<file path="config.mk">
export PLATFORM = sky130hd
export DESIGN_NAME = pal_cfg_loader
export DESIGN_NICKNAME = d
export VERILOG_FILES = /design/src/rtl/pal_cfg_loader.sv
export SDC_FILE = /design/constraint.sdc
export NUM_CORES = 1
export LEC_CHECK = 0
export CORE_MARGIN = 10
export CORE_UTILIZATION = 30
export DETAILED_ROUTE_END_ITERATION = 10
export SETUP_SLACK_MARGIN = 0.3
export SYNTH_ARGS = -nofsm -noshare
export SYNTH_HDL_FRONTEND = slang
export SYNTH_SLANG_ARGS = --single-unit
</file>
<file path="constraint.sdc">
create_clock -name CLK -period 4.2 [get_ports CLK]
set_input_delay 1.05 -clock CLK [delete_from_list [all_inputs] [get_ports CLK]]
set_output_delay 1.05 -clock CLK [all_outputs]
set_load 0.02 [all_outputs]
</file>
<file path="src/rtl/pal_cfg_loader.sv">
// pal_cfg_loader: accepts config bytes over valid/ready and serialises them MSB-first onto the PAL CFG/EN pins.
// Ports:
//   CLK, RES         clock (rising edge), asynchronous active-high reset
//   START, ABORT     begin a load (IDLE only) / synchronous abort of a load in progress
//   DATA_IN, VALID   configuration byte and its valid strobe
//   READY            byte accepted this cycle when VALID is also high
//   CFG_EN, CFG_BIT  PAL shift enable and serial data
//   BUSY, DONE, ERR  load in progress, one-cycle completion pulse, checksum mismatch
// Optional feature: define PAL_CFG_CRC_EN to append a CRC-8 (poly 0x07, init 0) byte that is
// checked but not shifted; otherwise ERR is tied low.
module pal_cfg_loader #(
    parameter int SR_LEN = 192,
    parameter int W      = 8
) (
    input  logic         CLK,
    input  logic         RES,
    input  logic         START,
    input  logic         ABORT,
    input  logic [W-1:0] DATA_IN,
    input  logic         VALID,
    output logic         READY,
    output logic         CFG_EN,
    output logic         CFG_BIT,
    output logic         BUSY,
    output logic         DONE,
    output logic         ERR
);
    localparam int NBYTES = (SR_LEN + W - 1) / W;
    localparam int BTW = $clog2(W + 1);
    localparam int BCW = $clog2(NBYTES + 1);
    localparam logic [BTW-1:0] LAST_BIT = BTW'(W - 1);
    localparam logic [BCW-1:0] LAST_BYTE = BCW'(NBYTES - 1);

`ifdef PAL_CFG_CRC_EN
    typedef enum logic [2:0] {IDLE, LOAD, SHIFT, CHECK, FINISH} state_t;
    localparam state_t TAIL = CHECK;
`else
    typedef enum logic [2:0] {IDLE, LOAD, SHIFT, FINISH} state_t;
    localparam state_t TAIL = FINISH;
`endif

    state_t state, nxt;
    logic [W-1:0] sr;
    logic [BTW-1:0] bit_cnt;
    logic [BCW-1:0] byte_cnt;
    logic hs;

    assign hs = VALID & READY;
    assign CFG_BIT = sr[W-1];

    always_ff @(posedge CLK or posedge RES) begin
        if (RES) state <= IDLE;
        else     state <= nxt;
    end

    // READY is masked by ABORT so an aborted cycle never consumes a byte
    always_comb begin
        nxt    = state;
        READY  = 1'b0;
        CFG_EN = state == SHIFT;
        BUSY   = state != IDLE;
        DONE   = state == FINISH;
        case (state)
            IDLE:    nxt = START ? LOAD : IDLE;
            LOAD: begin
                READY = !ABORT;
                nxt   = ABORT ? IDLE : VALID ? SHIFT : LOAD;
            end
            SHIFT:   nxt = ABORT ? IDLE : bit_cnt != LAST_BIT ? SHIFT : byte_cnt != LAST_BYTE ? LOAD : TAIL;
`ifdef PAL_CFG_CRC_EN
            CHECK: begin
                READY = !ABORT;
                nxt   = ABORT ? IDLE : VALID ? FINISH : CHECK;
            end
`endif
            FINISH:  nxt = IDLE;
            default: nxt = IDLE;
        endcase
    end

    // Counters clear whenever the FSM heads back to IDLE (finish or abort)
    always_ff @(posedge CLK or posedge RES) begin
        if (RES) begin
            sr       <= '0;
            bit_cnt  <= '0;
            byte_cnt <= '0;
        end else if (nxt == IDLE) begin
            sr       <= '0;
            bit_cnt  <= '0;
            byte_cnt <= '0;
        end else if (state == LOAD && hs) begin
            sr <= DATA_IN;
        end else if (CFG_EN) begin
            sr      <= {sr[W-2:0], 1'b0};
            bit_cnt <= bit_cnt == LAST_BIT ? '0 : bit_cnt + BTW'(1);
            if (bit_cnt == LAST_BIT) byte_cnt <= byte_cnt + BCW'(1);
        end
    end

`ifdef PAL_CFG_CRC_EN
    logic [7:0] crc;

    function automatic logic [7:0] crc8(input logic [7:0] c, input logic [W-1:0] d);
        logic [7:0] r;
        r = c;
        for (int i = W - 1; i >= 0; i--) r = {r[6:0], 1'b0} ^ ((r[7] ^ d[i]) ? 8'h07 : 8'h00);
        return r;
    endfunction

    // ERR survives FINISH and is cleared only by the next START
    always_ff @(posedge CLK or posedge RES) begin
        if (RES) begin
            crc <= '0;
            ERR <= 1'b0;
        end else if (state == IDLE) begin
            crc <= '0;
            if (START) ERR <= 1'b0;
        end else if (state == LOAD && hs) begin
            crc <= crc8(crc, DATA_IN);
        end else if (state == CHECK && hs) begin
            ERR <= DATA_IN != W'(crc);
        end
    end
`else
    assign ERR = 1'b0;
`endif
endmodule

</file>
======== Word level (Yosys, flattened, before mapping) ========
Cells that the tools add are included.
word-level totals
  register bits ........................... 20
  output and inout port bits .............. 6
  word-level logic and storage cells ...... 43
cells by class
  add/sub/neg operators ................... 2
  equal/unequal tests ..................... 7
  multiplexer cells ....................... 19
  bitwise logic cells ..................... 1
  reduce and logical (&&, ||, !) cells .... 10
operators with widths
  operator                                               number
  2-to-1 mux 8 bit                                       3
  2-to-1 mux 5 bit                                       4
  2-to-1 mux 4 bit                                       4
  2-to-1 mux 2 bit                                       5
  equality test 3 x 2 -> 1 bit, second input constant    2
  zero test 3 bit                                        2
  one-hot mux 2 bit (3 select lines)                     1
  nonzero test 3 bit                                     2
  adder 5 x 1 -> 5 bit, second input constant            1
  inequality test 5 bit, second input constant           1
  adder 4 x 1 -> 4 bit, second input constant            1
  equality test 4 x 3 -> 1 bit, second input constant    1
  inequality test 4 x 3 -> 1 bit, second input constant  1
  nonzero test 2 bit                                     2
  equality test 3 x 1 -> 1 bit, second input constant    1
  AND reduction 3 bit                                    1
  2-to-1 mux 1 bit                                       2
  inequality test 2 bit, second input constant           1
  AND reduction 2 bit                                    1
  AND 1 bit                                              1
  logical AND 1 bit                                      1
  zero test 1 bit                                        1

======== Depth between registers and ports, before layout ========
Gate-level depths: netlist of the first run.
  word-level depth ........................ 8
  gate-level depth with buffers ........... 6
  depth with buffers taken out ............ 4

======== Least setup slack after synthesis of the first run ========
OpenSTA, ideal clock, no wires.
  path kind ............................... input port to output port
  from .................................... in ABORT
  to ...................................... out READY
  arrival time ............................ 1.512 ns
  required time ........................... 3.150 ns
  setup slack ............................. 1.638 ns
  stages .................................. 2
  path buffers ............................ 1
  cell sequence ........................... buf_2 nor2b_1
between the ends
  cells in the longest elaborated chain, start to end .. 2
RTL lines
  item                RTL line  text
  start: declaration  18        input logic ABORT,
  zero test 1 bit     66        READY = !ABORT;
  2-to-1 mux 1 bit    63        case (state)
  end: declaration    21        output logic READY,
No other way between the ends.

======== Final worst setup path of the first run ========
Ends and elaborated chain as after synthesis.

==> results of run 1 <==
layer usage:
layer	up-vias	global-route usage, %	share of wire (%)
li1	391	-	-
met1	383	9.599	43
met2	17	12.42	49
met3	2	3.491	8.2
met4	0	2.867	0.40
met5	-	0	0
area by class of cell:
cell class | count | area (um^2)
clock buffers | 4 | 26.28
fillers | 349 | 2079
inverters | 4 | 15.01
multi-input cells | 69 | 505.5
flip-flops and latches | 19 | 475.5
well taps | 46 | 57.56
repair buffers | 18 | 177.7
logic make-up after synthesis:
| group | count (synthesis) | share of synthesized area [%] |
|---|---|---|
| AO/OA/AOI/OAI | 28 | 18.77 |
| XOR/XNOR | 2 | 1.685 |
| adder cells (fa/ha/maj) | 2 | 2.406 |
| buffers and inverters | 11 | 6.257 |
| flip-flops | 19 | 45.73 |
| multiplexers | 6 | 5.776 |
| other | 1 | 0.3607 |
| AND/OR/NAND/NOR | 30 | 19.01 |
Yosys cell counts (all sizes together) (2+ instances only):
cell	number	area share, %
a21oi	9	4.7
buf	7	4.8
dfrtp	19	46
ha	2	2.4
inv	4	1.4
mux2i	6	5.8
nand2	3	1.1
nand2b	2	1.9
nand3	4	1.9
nand3b	3	2.2
nor2	2	0.72
nor2b	2	1.2
o21ai	4	1.9
o2bb2ai	7	5.9
o31ai	3	2.2
or3	2	1.2
or4	4	2.9
per-stage QoR:
step / instance area (um^2) / power, mW / util (%) / instances
floorplan: 1040 / 0.2577 / - / 99
CTS: 1257 / 0.3817 / 37.68 / 160
global route: 1257 / 0.3986 / 37.68 / 160
detailed placement: 1231 / 0.2852 / 36.90 / 156
finish: 1257 / 0.3751 / 37.68 / 160
global placement: 1231 / 0.2844 / 36.90 / 156
path summary, 6_finish.rpt:
| kind | from | end | slack [ns] | cells after the start |
|---|---|---|---|---|
| setup / recovery | ABORT | READY | 0.75 | 3 |
| hold / removal | sr[7] | sr[7] | 0.50 | 1 |
| setup reg to reg | bit_cnt[0] | byte_cnt[4] | 2.51 | 4 |
| hold reg to reg | sr[7] | sr[7] | 0.50 | 1 |
| max in group asynchronous | RES | sr[0] | 2.57 | 2 |
| min in group asynchronous | RES | sr[2] | 1.17 | 2 |
cells in the final DEF (no fill, tap or decap), types with 3 or more instances in the layout:
master	count
clkbuf_4	3
inv_1	4
o21ai_0	4
dfrtp_1	19
nand2_1	3
a21oi_1	8
clkdlybuf4s50_1	17
mux2i_1	6
nand3_1	4
o2bb2ai_1	7
nand3b_1	3
o31ai_1	3
or4_1	4
state kept, by name, indices dropped and copies added (netlist names):
name,count
sr,8
byte_cnt,5
bit_cnt,4
state,2
power by group:
group	switching [mW]	leakage [nW]	internal (mW)
clock network	0.0578	0.0150	0.0370
logic	0.0425	0.212	0.0392
registers	0.00980	0.263	0.189
total	0.110	0.490	0.265
worst reg2reg max path, stage by stage, from the launching register on:
cell and delay [ns]:
dfrtp_1 0.41, ha_1 0.21, nand3b_1 0.29, or4_1 0.55
a21oi_1 0.16
==> flow_summary.ini, run 1 <==
[outcome]
status = finished, final reports clean

[floorplanning]
core_um2 = 3337
start_util_pct = 31.16
die_y_um = 78.87
num_rows = 21
die_w_um = 78.87
fp.dieArea_um2 = 6220
num_io_pins = 19

[global_routing]
grt_pass1_wl_um = 4146
grt_pass1_vias = 900
grt_max_degree = 20
track_usage_pct = 7.994
antenna_found_initial = 0
grt.overflow.total = 0

[timing]
fmax_mhz = 290.0
timing.slew.headroom_pct = 48.47
rsz0062_at_grt = false
hold_slack_ns = 0.4986
final.period_utilization_pct = 82.10
finalCriticalPeriod_ns = 3.448
hold_viol = 0
tightest_slew_ns = 0.7700
setup_slack_ns = 0.7516
fin_skew_ns = 0.001394
setup_viol = 0
setup_tns_ns = 0
drv_slew = 0

[placement]
hpwl_um = 1620
port_buffers = 17
place_ws_ns = 0.7582
gp_congestion = 0.6948

[cells_and_area]
diodes = 0
area_growth_pct = 20.94
drive_above_1_share_pct = 7.018
num-nets-final = 130

[cts]
post-cts-setup-buffer-count = 0
cts_tree = yes
insertion_delay_ns = 0.30
cts_max_level = 1
hold_buffers = 0
numCtsBuffers = 3
clkTransAtPathRegs_ns = 0.11
post_cts_resized = 0
cts_max_path_buffers = 2
clock_sinks = 19
root_buffer = clkbuf_4

[route]
drcViolationCount = 0
wirelength_um = 2239
antenna_left = 0
firstDrtPassIters = 4
viasPerCell = 4.956
routed-via-count = 793
drt-initial-drc-count = 39
wl_per_cell_um = 13.99

[power_and_ir_drop]
vdd_drop_max_mv = 0.1132
leakage_nw = 0.4900
p_per_area_nw_per_um2 = 298.3

[yosys]
netlist_area_um2 = 1040
synth_nets = 114
yosys_warnings = 0
synth_edf_count = 0
avgSynthCellArea_um2 = 10.50
async_flop_share_pct = 100.0
seq_area_frac_synth_pct = 45.73
synth_ff_type = dfrtp_1
synthCells = 99
synth-seq-cells = 19
ys_types = 37

[setup_path]
arrival_ns = 2.40
cp_common_cell = clkdlybuf4s50_1
crit_required_ns = 3.15
crit_chain = clkdlybuf4s50_1 > nor2b_1 > clkdlybuf4s50_1
slowest_delay_ns = 0.62
critPathBufInv = 2
crit_path_end_kind = output port
startpoint_type = input pin
critPathSlowestCell = clkdlybuf4s50_1
crit_family = buffers and inverters
critPathMaxFanout = 9
path_class = input pin to output port

[job]
cap_violations = 0

[worst_hold_path]
hold_path_class = register to register
Power figures use the tool's default switching activity.
==> run 2, diff against run 1 <==
==> constraint.sdc (replaced) <==
create_clock -name CLK -period 3.3 [get_ports CLK]
set_input_delay 0.825 -clock CLK [delete_from_list [all_inputs] [get_ports CLK]]
set_output_delay 0.825 -clock CLK [all_outputs]
set_load 0.02 [all_outputs]
==> run 2 against run 1 <==
  * Via count is 1.4% higher
  * Highest routed layer is now met3
  * Global-route usage fell by 0.40 points
  * Utilization is 0.23 points higher
  * Critical path type unchanged
  * Critical endpoint unchanged
  * Clock-buffer cell count stayed put
  * Largest cell class unchanged
  * Clock skew is 0.0028 ns higher
  * Power rose by 29%
  * Die area is the same
  * Flip-flop and latch count did not move
==> flow_summary.ini, run 2 (synthesized netlist as in run 1, its figures left out) <==
[cells_and_area]
area_growth_pct = 21.66
mostFrequentLayoutCell = dfrtp_1
drive_above_1_share_pct = 7.826
fillCellCount = 337
num-nets-final = 131
reg.largest.list = sr x8, byte_cnt x5, bit_cnt x4
largest_register_ffs = 8
diodes = 0
layout_common_cells = dfrtp_1 (19), clkdlybuf4s50_1 (17), a21oi_1 (8), o2bb2ai_1 (7), mux2i_1 (6)
max_flop_register = sr
finish.utilization_pct = 37.91

[timing]
finalCriticalPeriod_ns = 2.833
setup_tns_ns = 0
setup_viol = 0
timing.slew.headroom_pct = 46.69
hold_viol = 0
fin_skew_ns = 0.004149
drv_slew = 0
rsz0062_at_grt = false
final.period_utilization_pct = 85.83
fmax_mhz = 353.0
tightest_slew_ns = 0.7965

[cts]
cts_max_path_buffers = 2
cts_max_level = 1
hold_buffers = 0
clock_sinks = 19
clkTransAtPathRegs_ns = 0.12
post-cts-setup-buffer-count = 0
numCtsBuffers = 3
insertion_delay_ns = 0.30
root_buffer = clkbuf_4
post_cts_resized = 0
cts_tree = yes

[setup_path]
crit_required_ns = 2.47
crit_path_end_kind = output port
startpoint_type = input pin
arrival_ns = 2.01
path_class = input pin to output port
critPathMaxFanout = 2

[route]
wirelength_um = 2330
wl_per_cell_um = 14.47
drcViolationCount = 0
routed-via-count = 804
viasPerCell = 4.994
firstDrtPassIters = 4
drt-initial-drc-count = 47
antenna_left = 0

[floorplanning]
die_y_um = 78.87
fp.dieArea_um2 = 6220
num_rows = 21
core_um2 = 3337
die_w_um = 78.87
start_util_pct = 31.16
num_io_pins = 19

[placement]
gp_congestion = 0.6802
hpwl_um = 1687
port_buffers = 17

[outcome]
status = finished, final reports clean

[power_and_ir_drop]
leakage_nw = 0.4948
vdd_drop_max_mv = 0.2218
p_per_area_nw_per_um2 = 381.4

[global_routing]
antenna_found_initial = 0
grt_pass1_vias = 842
track_usage_pct = 7.599
grt.overflow.total = 0
grt_max_degree = 20
grt_pass1_wl_um = 4015

[job]
cap_violations = 0

[worst_hold_path]
hold_path_class = register to register
## run 2: cell types whose count changed in the layout (fill, tap and decap cells not counted)
| cell | before | now |
|---|---|---|
| buf_4 | 1 | 2 |
## run 2: final timing paths
check	startpoint	endpoint	slack, ns	cells past startpoint
setup / recovery	ABORT	READY	0.47	3
hold / removal	sr[4]	sr[4]	0.50	1
setup reg to reg	bit_cnt[0]	byte_cnt[3]	1.62	4
hold reg to reg	sr[4]	sr[4]	0.50	1
max in group asynchronous	RES	sr[3]	1.90	2
min in group asynchronous	RES	state[0]	0.94	2
## run 2: layer usage
metal | vias up | share of wire (%) | routed length [um] | GRT usage [%]
met5 | - | 0 | 0 | 0
met4 | 0 | 0 | 0 | 2.151
met3 | 0 | 6.3 | 146 | 2.928
met2 | 17 | 47 | 1093 | 12.17
met1 | 389 | 47 | 1091 | 9.270
li1 | 398 | - | - | -
## run 2: power by group
group / internal (mW) / total [mW] / switching [mW] / leakage [nW]
Sequential: 0.240 / 0.253 / 0.0124 / 0.263
Clock: 0.0471 / 0.123 / 0.0761 / 0.0150
Combinational: 0.0507 / 0.106 / 0.0557 / 0.217
Total: 0.338 / 0.482 / 0.144 / 0.495
## run 2: area by class of cell
| type | instances | area [um^2] | share of cell area [%] |
|---|---|---|---|
| Inverter | 4 | 15.01 | 1.187 |
| Tap cell | 46 | 57.56 | 4.550 |
| Multi-Input combinational cell | 69 | 505.5 | 39.96 |
| Sequential cell | 19 | 475.5 | 37.59 |
| Timing Repair Buffer | 19 | 185.2 | 14.64 |
| Clock buffer | 4 | 26.28 | 2.077 |
## run 2: per-stage QoR
step / hold WS, ns / power (mW) / setup WS, ns / instance area [um^2] / std cells
6_report: 0.5014 / 0.4824 / 0.4675 / 1265 / 161
5_1_grt: 0.5181 / 0.5035 / 0.3733 / 1265 / 161
4_1_cts: 0.5044 / 0.4879 / 0.4500 / 1265 / 161
3_5_place_dp: 0.4735 / 0.3654 / 0.4650 / 1239 / 157
3_3_place_gp: 0.4776 / 0.3630 / 0.4636 / 1239 / 157
2_1_floorplan: 0.4554 / 0.3280 / 1.188 / 1040 / 99
## run 2: worst max-delay path, cell delays in order
cell	delay, ns
clkdlybuf4s50_1	0.42
nor2b_1	0.13
clkdlybuf4s50_1	0.63
==> run 3, diff against run 2 <==
--- a/config.mk
+++ b/config.mk
@@ -5,6 +5,7 @@
 export SDC_FILE = /design/constraint.sdc
 export NUM_CORES = 1
 export LEC_CHECK = 0
+export CAP_MARGIN = 20
 export CORE_MARGIN = 10
 export CORE_UTILIZATION = 30
 export DETAILED_ROUTE_END_ITERATION = 10
==> results of run 3 <==
Final layout, timing and power as in run 2 (identical DEF).
